### src/rtl/param_arb_mux_pkg.sv
// Shared types and helpers for the arbitrated output multiplexer.
package param_mux_pkg;

    typedef enum logic {
        ARB_RR    = 1'b0,
        ARB_FIXED = 1'b1
    } arb_mode_e;

    // Wraps M-1 back to 0 so non-power-of-two channel counts never reach M.
    function automatic int unsigned ptr_inc(input int unsigned k, input int unsigned m);
        if (k + 32'd1 >= m) begin
            return 32'd0;
        end
        return k + 32'd1;
    endfunction

endpackage

### src/rtl/param_arb_mux_arb.sv
// Combinational arbiter: round-robin from ptr, or fixed priority from index 0.
module rr_arbiter
    import param_mux_pkg::*;
#(
    parameter  int unsigned M = 4,
    localparam int unsigned S = $clog2(M)
) (
    input  logic [M-1:0] req,
    input  logic [S-1:0] ptr,
    input  arb_mode_e    mode,
    output logic [M-1:0] grant,
    output logic [S-1:0] idx,
    output logic         any_grant
);

    always_comb begin
        int unsigned base;
        int unsigned c;
        logic [S-1:0] ci;
        base      = '0;
        c         = '0;
        ci        = '0;
        grant     = '0;
        idx       = '0;
        any_grant = 1'b0;
        if (mode == ARB_RR) begin
            base = 32'(ptr);
        end
        for (int unsigned i = 0; i < M; i++) begin
            c = base + i;
            if (c >= M) begin
                c = c - M;
            end
            ci = S'(c);
            if (!any_grant && req[ci]) begin
                grant[ci] = 1'b1;
                idx       = ci;
                any_grant = 1'b1;
            end
        end
    end

endmodule

### src/rtl/param_arb_mux.sv
// Registered M-channel mux with valid/ready handshakes and built-in arbitration.
module param_arb_mux
    import param_mux_pkg::*;
#(
    parameter  int unsigned N = 3,
    parameter  int unsigned M = 4,
    localparam int unsigned S = $clog2(M),
    localparam int unsigned W = 2**N
) (
    input  logic           clk,
    input  logic           reset,
    input  logic           mode,
    input  logic [M-1:0]   x_valid,
    input  logic [M*W-1:0] x_data,
    output logic [M-1:0]   x_ready,
    output logic           y_valid,
    output logic [W-1:0]   y,
    output logic [S-1:0]   y_sel,
    input  logic           y_ready
);

    arb_mode_e    mode_e;
    logic [S-1:0] ptr;
    logic [M-1:0] grant;
    logic [S-1:0] idx;
    logic         any_grant;
    logic         stage_open;
    logic         transfer;
    logic [W-1:0] word;

    assign mode_e = arb_mode_e'(mode);

    rr_arbiter #(
        .M(M)
    ) u_arb (
        .req      (x_valid),
        .ptr      (ptr),
        .mode     (mode_e),
        .grant    (grant),
        .idx      (idx),
        .any_grant(any_grant)
    );

    assign stage_open = !y_valid || y_ready;
    // Reset is async, so gate explicitly: the cleared register alone would read as open.
    assign transfer   = any_grant && stage_open && !reset;
    assign x_ready    = transfer ? grant : '0;
    assign word       = x_data[32'(idx) * W +: W];

    always_ff @(posedge clk or posedge reset) begin
        if (reset) begin
            y_valid <= 1'b0;
            y       <= '0;
            y_sel   <= '0;
            ptr     <= '0;
        end else if (transfer) begin
            y_valid <= 1'b1;
            y       <= word;
            y_sel   <= idx;
            if (mode_e == ARB_RR) begin
                ptr <= S'(ptr_inc(32'(idx), M));
            end
        end else if (y_ready) begin
            y_valid <= 1'b0;
        end
    end

endmodule

### config.mk
export PLATFORM = sky130hd
export DESIGN_NAME = param_arb_mux
export DESIGN_NICKNAME = d
export VERILOG_FILES = /design/src/rtl/param_arb_mux_pkg.sv /design/src/rtl/param_arb_mux_arb.sv /design/src/rtl/param_arb_mux.sv
export SDC_FILE = /design/constraint.sdc
export NUM_CORES = 1
export LEC_CHECK = 0
export ABC_AREA = 1
export BUFFER_PORTS_ARGS = -buffer_cell sky130_fd_sc_hd__buf_2
export CAP_MARGIN = 20
export CORE_MARGIN = 2
export CORE_UTILIZATION = 49
export CTS_CLUSTER_SIZE = 25
export DETAILED_ROUTE_END_ITERATION = 10
export PLACE_DENSITY = 0.84
export SLEW_MARGIN = 30
export SYNTH_ARGS = -nofsm -noshare
export SYNTH_HDL_FRONTEND = slang
export SYNTH_SLANG_ARGS = --single-unit
### constraint.sdc
create_clock -name clk -period 2.75 [get_ports clk]
set_clock_uncertainty 0.2 [all_clocks]
set_input_delay 0.1375 -clock clk [delete_from_list [all_inputs] [get_ports clk]]
set_output_delay 0.1375 -clock clk [all_outputs]
set_load 0.005 [all_outputs]
Word-level counts from Yosys, hierarchy flattened
Index checks and enable logic that the tools add are counted.
{ "word_totals": {"out_inout_bits": 15, "inputBits": 40, "wordCells": 87, "reg_bits": 13} }
{ "classes": {"magnitude_cmp": 13, "bitwise": 4, "n_reduce_logical": 17, "muxes": 40, "shift": 1, "n_addsub": 8} }
{ "op_table": {"columns": ["cell", "count"], "rows": [
  ["$ge A32 B3 Y1 const B", 3],
  ["$shiftx A32 B6 Y8", 1],
  ["$mux W2", 10],
  ["$mux W4", 5],
  ["$mux W1", 17],
  ["$lt A2 B3 Y1 const B", 4],
  ["$or A4 B4 Y4", 3],
  ["$logic_and A1 B1 Y1", 9],
  ["$bmux W1 S2", 4],
  ["$demux W1 S2", 4],
  ["$ge A2 B1 Y1 const B", 4],
  ["$sub A2 B1 Y2 const B", 4],
  ["$add A2 B1 Y3 const B", 2],
  ["$add A2 B2 Y3 const B", 2],
  ["$logic_not A1 Y1", 5],
  ["$ge A2 B3 Y1 const B", 1],
  ["$ge A3 B3 Y1 const B", 1],
  ["$reduce_and A2 Y1", 1],
  ["$reduce_bool A2 Y1", 1],
  ["$logic_or A1 B1 Y1", 1],
  ["$not A1 Y1", 1]
]} }

Logic depth before layout (Yosys ltp)
Gate-level depths: netlist of the first run.
{ "depth": {"word_depth": 21, "mapped_depth": 16, "ltp_nobuf": 16} }

Hierarchy
Synthesis of the first run repeated with hierarchy kept, for this count alone.
{ "hier_totals": {"hier_cells": 258, "area_unflattened_um2": 1535.2} }
{ "modules_own_cells": {"columns": ["module", "seq_area_each_um2", "n_inst", "cells_per_inst", "area_each_um2"], "rows": [
  ["param_arb_mux", 325.3, 1, 160, 968.4],
  ["rr_arbiter", 0.0, 1, 98, 566.8]
]} }

Worst setup path after synthesis of the first run
Ideal clock, no wire load.
{ "synth_timing": {"kind": "reg2reg", "start": "register ptr[0]", "end": "register y[6]", "arrival_ps": 1996, "path_stages_with_launch": 14, "required_ps": 2425, "n_path_buf": 2, "period_less_slack_ps": 2321, "slack_ps": 429, "setup_ps": 125, "path_cell_list": "dfrtp_1 > buf_6 > nand2_4 > ha_1 > inv_1 > nand3_1 > nand2_2 > nand3_1 > nand3_2 > nand2_4 > buf_6 > or2_1 > nand3_1 > nand3_1"} }
{ "synth_between": {"elab_chain_len": 17, "word_cells_on_any_way": 41, "classes_between": "add/sub: 7; order compare: 4; shift: 1; mux: 21; reduce/logical: 8"} }
{ "synth_lines": {"columns": ["item", "line_no", "source"], "rows": [
  ["from (decl)", "param_arb_mux.sv:23", "logic [S-1:0] ptr;"],
  ["from (signal assigned)", "param_arb_mux.sv:61", "ptr <= S'(ptr_inc(32'(idx), M));"],
  ["$mux W2 *", "param_arb_mux_arb.sv:26", "if (mode == ARB_RR) begin"],
  ["branches (longest 16 deep; another with $ge A32 B3 Y1)", null, null],
  ["to (signal assigned)", "param_arb_mux.sv:58", "y <= word;"],
  ["to (decl)", "param_arb_mux.sv:17", "output logic [W-1:0] y,"]
]} }
Mark *: on every way between the ends. The select of a mux whose other input is x is not followed.
A chain may end at the register's enable or synchronous reset.

Worst setup path after layout of the first run
{ "layout_timing": {"start": "register ptr[0]", "end": "output port x_ready[0]"} }
{ "layout_between": {"elab_chain_len": 18, "word_cells_on_any_way": 64, "classes_between": "add/sub: 7; order compare: 12; mux: 30; bitwise: 3; reduce/logical: 12"} }
{ "layout_lines": {"columns": ["item", "line_no", "source"], "rows": [
  ["$mux W2 *", "param_arb_mux_arb.sv:26", null],
  ["branches (longest 16 deep; another with $ge A32 B3 Y1)", null, null],
  ["$mux W4 *", "param_arb_mux.sv:47", "assign x_ready = transfer ? grant : '0;"],
  ["to (decl)", "param_arb_mux.sv:15", "output logic [M-1:0] x_ready,"]
]} }
Marked as above.

==> flow_summary.ini, run 1 <==
[run_status]
status = complete, but fails checks
violations = hold timing

[clock_tree]
root_buffer = clkbuf_4
cts_tree = yes
h-tree-depth = 1
clk_latency_ns = 0.28
cts_buffer_depth = 2
clock-sinks = 13
path_clk_slew_ns = 0.08
numCtsBuffers = 3

[sta]
setup-tns-final_ns = 0
worst_pin_slew_ns = 0.266
hold_viol = 2
setup_violations = 0
timing.slew.headroom_pct = 82.2
post-route-period-util_pct = 93.0
holdWs_ns = -0.0115
min_period_ns = 2.56
rsz0062_at_grt = no
slew_violations = 0
fin_ws_ns = 0.192
fmax_ghz = 0.391

[worst_setup_path]
critical_path_arrival_ns = 2.22
worstPathRequired_ns = 2.41
worstPathCellList = nand2_4, ha_1, inv_1, nand3_1, nand2_2, nand3_1, inv_1, nand2_1, a41oi_1, buf_2
cp-end-kind = output port
cp_top_family = simple AND/OR/NAND/NOR gates
worstSetupPathType = register to output port
cp-start-kind = register
cp_num_buf_inv = 3
critPathSlowestCell = dfrtp_1
crit_fanout = 12
crit_path_max_incr_delay_ns = 0.39

[logic_synthesis]
yosysWarnings = 0
synth_area_sq_mm = 0.00142
yosysSeqAreaShare_pct = 23.0
syn_area_per_cell_sq_um = 6.38
synthCells = 222
syn-num-nets = 270
yosys_register_bits = 13
yosysUniqueCellTypes = 25

[final_layout]
num-nets-final = 348
final_area_sq_mm = 0.00195
area_delta_synth_final_pct = 37.8
diodes = 0
drive_above_1_share_pct = 27.4
fillers = 232
layout_commonest_cell = nand2_1
mostFrequentLayoutCells = 85 x nand2_1, 54 x buf_2, 42 x nand3_1
ff_latch_area_sq_um = 325
multi_input_area_sq_um = 930
utilization_pct = 70.8

[global_route]
grt_pass1_wl_um = 6890
antenna_found_initial = 0
grt_use_total_pct = 26.6
grt_start_max_net_pins = 26
grt_pass1_vias = 1642
grt-ovfl-total = 0

[place]
numPortBuffers = 54
post-dp-hpwl_um = 2730
gp_congestion = 0.868
pre_cts_slack_ns = 0.278
placed_cell_area_sq_mm = 0.00170

[floorplanning]
num_rows = 19
fp.dieH_um = 57.8
initial_core_util_pct = 51.4
fp.dieW_um = 57.8
design.die.area_sq_mm = 0.00334
core_sq_mm = 0.00276
pin_count = 55

[drt]
ant_nets = 0
viasPerCell = 5.22
wl_per_cell_um = 12.9
drcViolationCount = 0
wirelength_um = 4240
drt_first_pass_iters = 4
initialDrtViolationCount = 73
via_count = 1724

[power_and_ir_drop]
p_per_area_mw_per_mm2 = 781
p_leak_nw = 1.12
vdd_drop_max_mv = 0.609

[run]
cap_violations = 0

[worst_hold_path]
hp-class = primary input to register
==> worst min-delay path: cells and delay by family <==
kind          cells  cell delay [ns]
simple gates      3             0.19
buf+inv           1             0.11
==> cells in the mapped netlist (all sizes together) <==
| master | number | area (sq um) |
|---|---|---|
| a41oi | 4 | 35.0 |
| nor2 | 5 | 28.8 |
| ha | 8 | 100 |
| a21oi | 2 | 13.8 |
| buf | 6 | 57.6 |
| or2 | 6 | 37.5 |
| o21ai | 2 | 10.0 |
| dfrtp | 13 | 325 |
| nand4 | 3 | 33.8 |
| nand2 | 94 | 395 |
| o211ai | 1 | 7.51 |
| nand3b | 2 | 15.0 |
| nand3 | 45 | 235 |
| inv | 31 | 121 |
==> metal layers <==
layer	track usage [%]	vias up	wire length [um]	part of all wire, %
li1	-	862	-	-
met1	29.7	776	1660	39
met2	48.2	68	2210	52
met3	4.69	18	202	4.8
met4	13.6	0	176	4.1
met5	0	-	0	0
==> flip-flops by register name (all words and copies together) (netlist names) <==
| name | flops |
|---|---|
| y_sel | 2 |
| y_valid | 1 |
| ptr | 2 |
| y | 8 |
==> worst paths after layout <==
| kind | from | endpoint | slack [ns] | depth (start not counted) |
|---|---|---|---|---|
| min in group asynchronous | reset | y[0] | 0.19 | 4 |
| worst min register to register | y[4] | y[4] | 0.28 | 2 |
| worst max register to register | ptr[0] | y[2] | 0.20 | 11 |
| max in group asynchronous | reset | y_valid | 1.98 | 4 |
| worst min-delay path | mode | ptr[0] | -0.01 | 4 |
| worst max-delay path | ptr[0] | x_ready[0] | 0.19 | 10 |
==> cells by family after synthesis <==
logic type               synth area share [%]
AO/OA/AOI/OAI                            4.68
AND/OR/NAND/NOR                          52.7
flip-flops                               23.0
buffers and inverters                    12.6
adder cells (fa/ha/maj)                  7.07
==> cell type report <==
| type | count | share of cell area (%) |
|---|---|---|
| inverter | 31 | 6.22 |
| clock buffer | 4 | 1.35 |
| multi-input combinational | 172 | 47.6 |
| tap | 31 | 1.99 |
| timing repair buffer | 79 | 26.2 |
| sequential | 13 | 16.7 |
==> per-stage QoR <==
step / hold slack (ns) / power [W] / instances
6_report: -0.0115 / 0.00152 / 330
5_1_grt: 0.00830 / 0.00167 / 330
4_1_cts: 0.000531 / 0.00149 / 330
3_5_place_dp: -0.0612 / 0.00134 / 305
3_3_place_gp: -0.0634 / 0.00132 / 305
2_1_floorplan: -0.177 / 0.00113 / 222
==> report_power, final <==
| group | switching [W] | internal, W | total [W] |
|---|---|---|---|
| clock network | 0.0000626 | 0.0000563 | 0.000119 |
| logic | 0.000688 | 0.000385 | 0.00107 |
| registers | 0.0000542 | 0.000279 | 0.000333 |
==> what timing repair did <==
item                       CTS  global route
setup buffers                0             0
hold endpoints to repair    20             0
hold buffers                21             0
setup endpoints to repair    0             5
resized for setup            0             3
No activity file was read; power rests on OpenSTA's default activity.
==> run 2: changes to the inputs <==
--- a/config.mk
+++ b/config.mk
@@ -10,8 +10,9 @@
 export CAP_MARGIN = 20
 export CORE_MARGIN = 2
 export CORE_UTILIZATION = 49
-export CTS_CLUSTER_SIZE = 25
+export CTS_CLUSTER_SIZE = 24
 export DETAILED_ROUTE_END_ITERATION = 10
+export HOLD_SLACK_MARGIN = 0.12
 export PLACE_DENSITY = 0.84
 export SLEW_MARGIN = 30
 export SYNTH_ARGS = -nofsm -noshare
==> flow_summary.ini, run 2 (same netlist as run 1, synthesis figures left out) <==
[sta]
fin_ws_ns = 0.159
setup-tns-final_ns = 0
min_period_ns = 2.59
setup_violations = 0
post-route-period-util_pct = 94.2
timing.slew.headroom_pct = 81.7
fmax_ghz = 0.386
slew_violations = 0
holdWs_ns = 0.156
worst_pin_slew_ns = 0.274
hold_viol = 0

[final_layout]
largest_register_ffs = 8
diodes = 0
num-nets-final = 360
mostFrequentLayoutCells = 85 x nand2_1, 54 x buf_2, 42 x nand3_1
top_register = y
drive_above_1_share_pct = 26.7
fillers = 205
utilization_pct = 75.5
area_delta_synth_final_pct = 46.9
final_area_sq_mm = 0.00208
layout_commonest_cell = nand2_1
largestRegisters = y x8, ptr x2, y_sel x2

[worst_setup_path]
critical_path_arrival_ns = 2.25
crit_fanout = 12
r2r_end = y[6]
cp-end-kind = output port
worstSetupPathType = register to output port
worstPathRequired_ns = 2.41
reg2reg_slack_ns = 0.18
reg2reg_from = ptr[0]
cp-start-kind = register
worst_r2r_path_depth = 11

[drt]
initialDrtViolationCount = 99
ant_nets = 0
drt_first_pass_iters = 6
via_count = 1845
wl_per_cell_um = 13.4
viasPerCell = 5.39
wirelength_um = 4590
drcViolationCount = 0

[worst_hold_path]
hp-start = x_data[9]
hold_end = y[1]
hp-class = primary input to register
hold_depth = 7

[run]
cap_violations = 0

[power_and_ir_drop]
vdd_drop_max_mv = 0.663
p_leak_nw = 1.17
p_per_area_mw_per_mm2 = 757

[place]
placed_cell_area_sq_mm = 0.00170
post-dp-hpwl_um = 2730
numPortBuffers = 54
gp_congestion = 0.868
pre_cts_slack_ns = 0.278

[clock_tree]
h-tree-depth = 1
postCtsSetupRepairBufs = 0
numCtsBuffers = 3
cts_buffer_depth = 2
cts_tree = yes
clk_latency_ns = 0.27
root_buffer = clkbuf_4
path_clk_slew_ns = 0.08
clock-sinks = 13

[global_route]
grt_pass1_vias = 1734
grt_pass1_wl_um = 7410
grt_start_max_net_pins = 26
grt-ovfl-total = 0
grt_use_total_pct = 28.7
antenna_found_initial = 0

[floorplanning]
pin_count = 55
core_sq_mm = 0.00276
fp.dieW_um = 57.8
initial_core_util_pct = 51.4
num_rows = 19
fp.dieH_um = 57.8
design.die.area_sq_mm = 0.00334

[run_status]
status = finished, final reports clean
==> run 2: worst max-delay path, cell delays in order (launching register included) <==
cell and delay (ns):
dfrtp_1 0.39, nand2_4 0.12, ha_1 0.37, inv_1 0.15, nand3_1 0.13, nand2_2 0.14, nand3_1 0.16, inv_2 0.12
nand2_1 0.06, a41oi_1 0.19, buf_2 0.14
==> run 2: per-stage QoR <==
step / power, W / instances
floorplan: 0.00113 / 222
global placement: 0.00132 / 305
detailed placement: 0.00134 / 305
CTS: 0.00150 / 342
global route: 0.00171 / 342
finish: 0.00157 / 342
==> run 2: what timing repair did <==
action | 4_1_cts | 5_1_grt
hold buffers | 33 | 0
setup endpoints to repair | 0 | 7
hold endpoints to repair | 24 | 0
gates resized for setup | 0 | 5
==> run 2: per-layer routing <==
layer / track usage (%) / vias up / part of all wire, %
met5: 0 / - / 0
met4: 12.6 / 0 / 3.8
met3: 4.91 / 24 / 7.5
met2: 52.3 / 121 / 52
met1: 32.5 / 818 / 37
li1: - / 882 / -
==> run 2: cell type report <==
type | instances | area, sq um | area share, %
Multi-Input combinational cell | 172 | 938 | 45.1
Sequential cell | 13 | 325 | 15.6
Timing Repair Buffer | 91 | 631 | 30.3
Tap cell | 31 | 38.8 | 1.86
Clock buffer | 4 | 26.3 | 1.26
Inverter | 31 | 121 | 5.83
==> run 2: worst max path at each step <==
stage / start / endpoint / slack, ns / cells after the start
after CTS: ptr[0] / x_ready[0] / 0.06 / 10
after floorplan: ptr[0] / y[6] / 0.43 / 13
after global routing: ptr[0] / x_ready[0] / -0.03 / 10
after detailed placement: ptr[0] / y[5] / 0.28 / 12
after global placement: mode / y[0] / 0.35 / 13
final: ptr[0] / x_ready[0] / 0.16 / 10
==> run 2: report_power, final <==
part / internal (W) / switching [W] / total [W]
clock network: 0.0000562 / 0.0000627 / 0.000119
logic: 0.000403 / 0.000719 / 0.00112
registers: 0.000279 / 0.0000549 / 0.000334
==> run 3: changes to the inputs <==
--- a/config.mk
+++ b/config.mk
@@ -9,11 +9,11 @@
 export BUFFER_PORTS_ARGS = -buffer_cell sky130_fd_sc_hd__buf_2
 export CAP_MARGIN = 20
 export CORE_MARGIN = 2
-export CORE_UTILIZATION = 49
+export CORE_UTILIZATION = 53
 export CTS_CLUSTER_SIZE = 24
 export DETAILED_ROUTE_END_ITERATION = 10
 export HOLD_SLACK_MARGIN = 0.12
-export PLACE_DENSITY = 0.84
+export PLACE_DENSITY = 0.9
 export SLEW_MARGIN = 30
 export SYNTH_ARGS = -nofsm -noshare
 export SYNTH_HDL_FRONTEND = slang
==> constraint.sdc (replaced) <==
create_clock -name clk -period 3.2 [get_ports clk]
set_clock_uncertainty 0.2 [all_clocks]
set_input_delay 0.16 -clock clk [delete_from_list [all_inputs] [get_ports clk]]
set_output_delay 0.16 -clock clk [all_outputs]
set_load 0.005 [all_outputs]
==> flow_summary.ini, run 3 (same netlist as run 1, synthesis figures left out) <==
[run_status]
status = finished, final reports clean

[sta]
fmax_ghz = 0.325
timing.slew.headroom_pct = 62.0
setup_violations = 0
post-route-period-util_pct = 96.3
worst_pin_slew_ns = 0.569
slew_violations = 0
hold_viol = 0
min_period_ns = 3.08
setup-tns-final_ns = 0

[final_layout]
utilization_pct = 83.6
num-nets-final = 359
diodes = 0
layout_commonest_cell = nand2_1
multi_input_area_sq_um = 966
top_register = y
ff_latch_area_sq_um = 327
drive_above_1_share_pct = 27.4
largest_register_ffs = 8
largestRegisters = y x8, ptr x2, y_sel x2
area_delta_synth_final_pct = 47.6
mostFrequentLayoutCells = 85 x nand2_1, 54 x buf_2, 42 x nand3_1
fillers = 147
stdcell_count = 340

[clock_tree]
numCtsBuffers = 3
clock-sinks = 13
clk_latency_ns = 0.30
h-tree-depth = 1
cts_buffer_depth = 2
cts_tree = yes
root_buffer = clkbuf_4
path_clk_slew_ns = 0.10

[global_route]
antenna_found_initial = 0
grt_start_max_net_pins = 26
grt_pass1_vias = 1811
met1_usage_pct = 36.3
grt_pass1_wl_um = 7780
top_usage_layer = met2
grt-ovfl-total = 0
grt_use_total_pct = 31.6
met3_usage_pct = 4.65
met2_usage_pct = 56.3

[worst_hold_path]
hp-class = primary input to register

[worst_setup_path]
worstSetupPathType = register to register
crit_top_cell = nand3_1
cp_num_buf_inv = 4
critPathSlowestCell = dlygate4sd3_1
worstPathCellList = nand2_8, ha_2, inv_2, nand3_1, nand2_2, buf_4, nand4_1, nand3_1, buf_4, nor2_4, nand3_1, dlygate4sd3_1, nand3_1
crit_fanout = 21
cp_top_family = buffers and inverters
worstPathRequired_ns = 3.24
crit_path_max_incr_delay_ns = 0.60
cp-start-kind = register
critical_path_arrival_ns = 3.12
cp-end-kind = register

[place]
gp_congestion = 0.892
numPortBuffers = 54
dp_cells = 301
post-dp-hpwl_um = 2750

[drt]
drt_first_pass_iters = 5
wirelength_um = 5420
via_count = 1950
initialDrtViolationCount = 180
wl_per_cell_um = 15.9
ant_nets = 0
drcViolationCount = 0
viasPerCell = 5.74

[floorplanning]
design.die.area_sq_mm = 0.00310
initial_core_util_pct = 56.7
num_rows = 18
fp.dieH_um = 55.7
core_sq_mm = 0.00250
pin_count = 55
fp.dieW_um = 55.7

[power_and_ir_drop]
p_per_area_mw_per_mm2 = 753
p_leak_nw = 1.15
vdd_drop_max_mv = 0.573
totalPowerFinal_w = 0.00157

[run]
cap_violations = 0
==> run 3: final timing paths <==
kind,start,endpoint,slack (ns),cells after the start
worst max-delay path,ptr[0],y[7],0.12,13
worst min-delay path,x_data[12],y[4],0.14,7
worst max register to register,ptr[0],y[7],0.12,13
worst min register to register,y[4],y[4],0.30,2
max in group asynchronous,reset,ptr[0],2.15,3
min in group asynchronous,reset,y_valid,0.24,3
==> run 3: layer usage <==
metal | up-vias | part of all wire, %
li1 | 884 | -
met1 | 869 | 36
met2 | 163 | 50
met3 | 34 | 9.4
met4 | 0 | 4.4
met5 | - | 0
==> run 3: worst min-delay path: cells and delay by family <==
kind                   cells  cell delay, ns
buffers and inverters      2            0.11
AND/OR/NAND/NOR            5            0.34
==> run 3: layout make-up <==
| cell class | count | share of cell area [%] |
|---|---|---|
| multi-input cells | 173 | 46.2 |
| repair buffers | 89 | 29.3 |
| flip-flops and latches | 13 | 15.6 |
| inverters | 31 | 5.80 |
| well taps | 30 | 1.80 |
| clock buffers | 4 | 1.26 |
==> run 3: report_power, final <==
| part | total (W) | internal [W] | switching (W) |
|---|---|---|---|
| logic | 0.00116 | 0.000457 | 0.000707 |
| registers | 0.000293 | 0.000240 | 0.0000522 |
| clock network | 0.000117 | 0.0000486 | 0.0000686 |
==> run 3: per-stage QoR <==
| stage | hold slack, ns | cell area [sq um] | worst slack [ns] |
|---|---|---|---|
| CTS | 0.127 | 2020 | 0.0450 |
| finish | 0.142 | 2090 | 0.120 |
| global placement | 0.0155 | 1670 | 0.707 |
| floorplan | -0.155 | 1420 | 0.879 |
| global route | 0.187 | 2090 | -0.0147 |
| detailed placement | 0.0266 | 1670 | 0.615 |
==> run 3: repair_timing <==
action                     in CTS  in global routing
gates resized for setup         0                  9
setup endpoints to repair       0                  8
hold buffers                   32                  0
buffers inserted                0                  2
hold endpoints to repair       24                  0
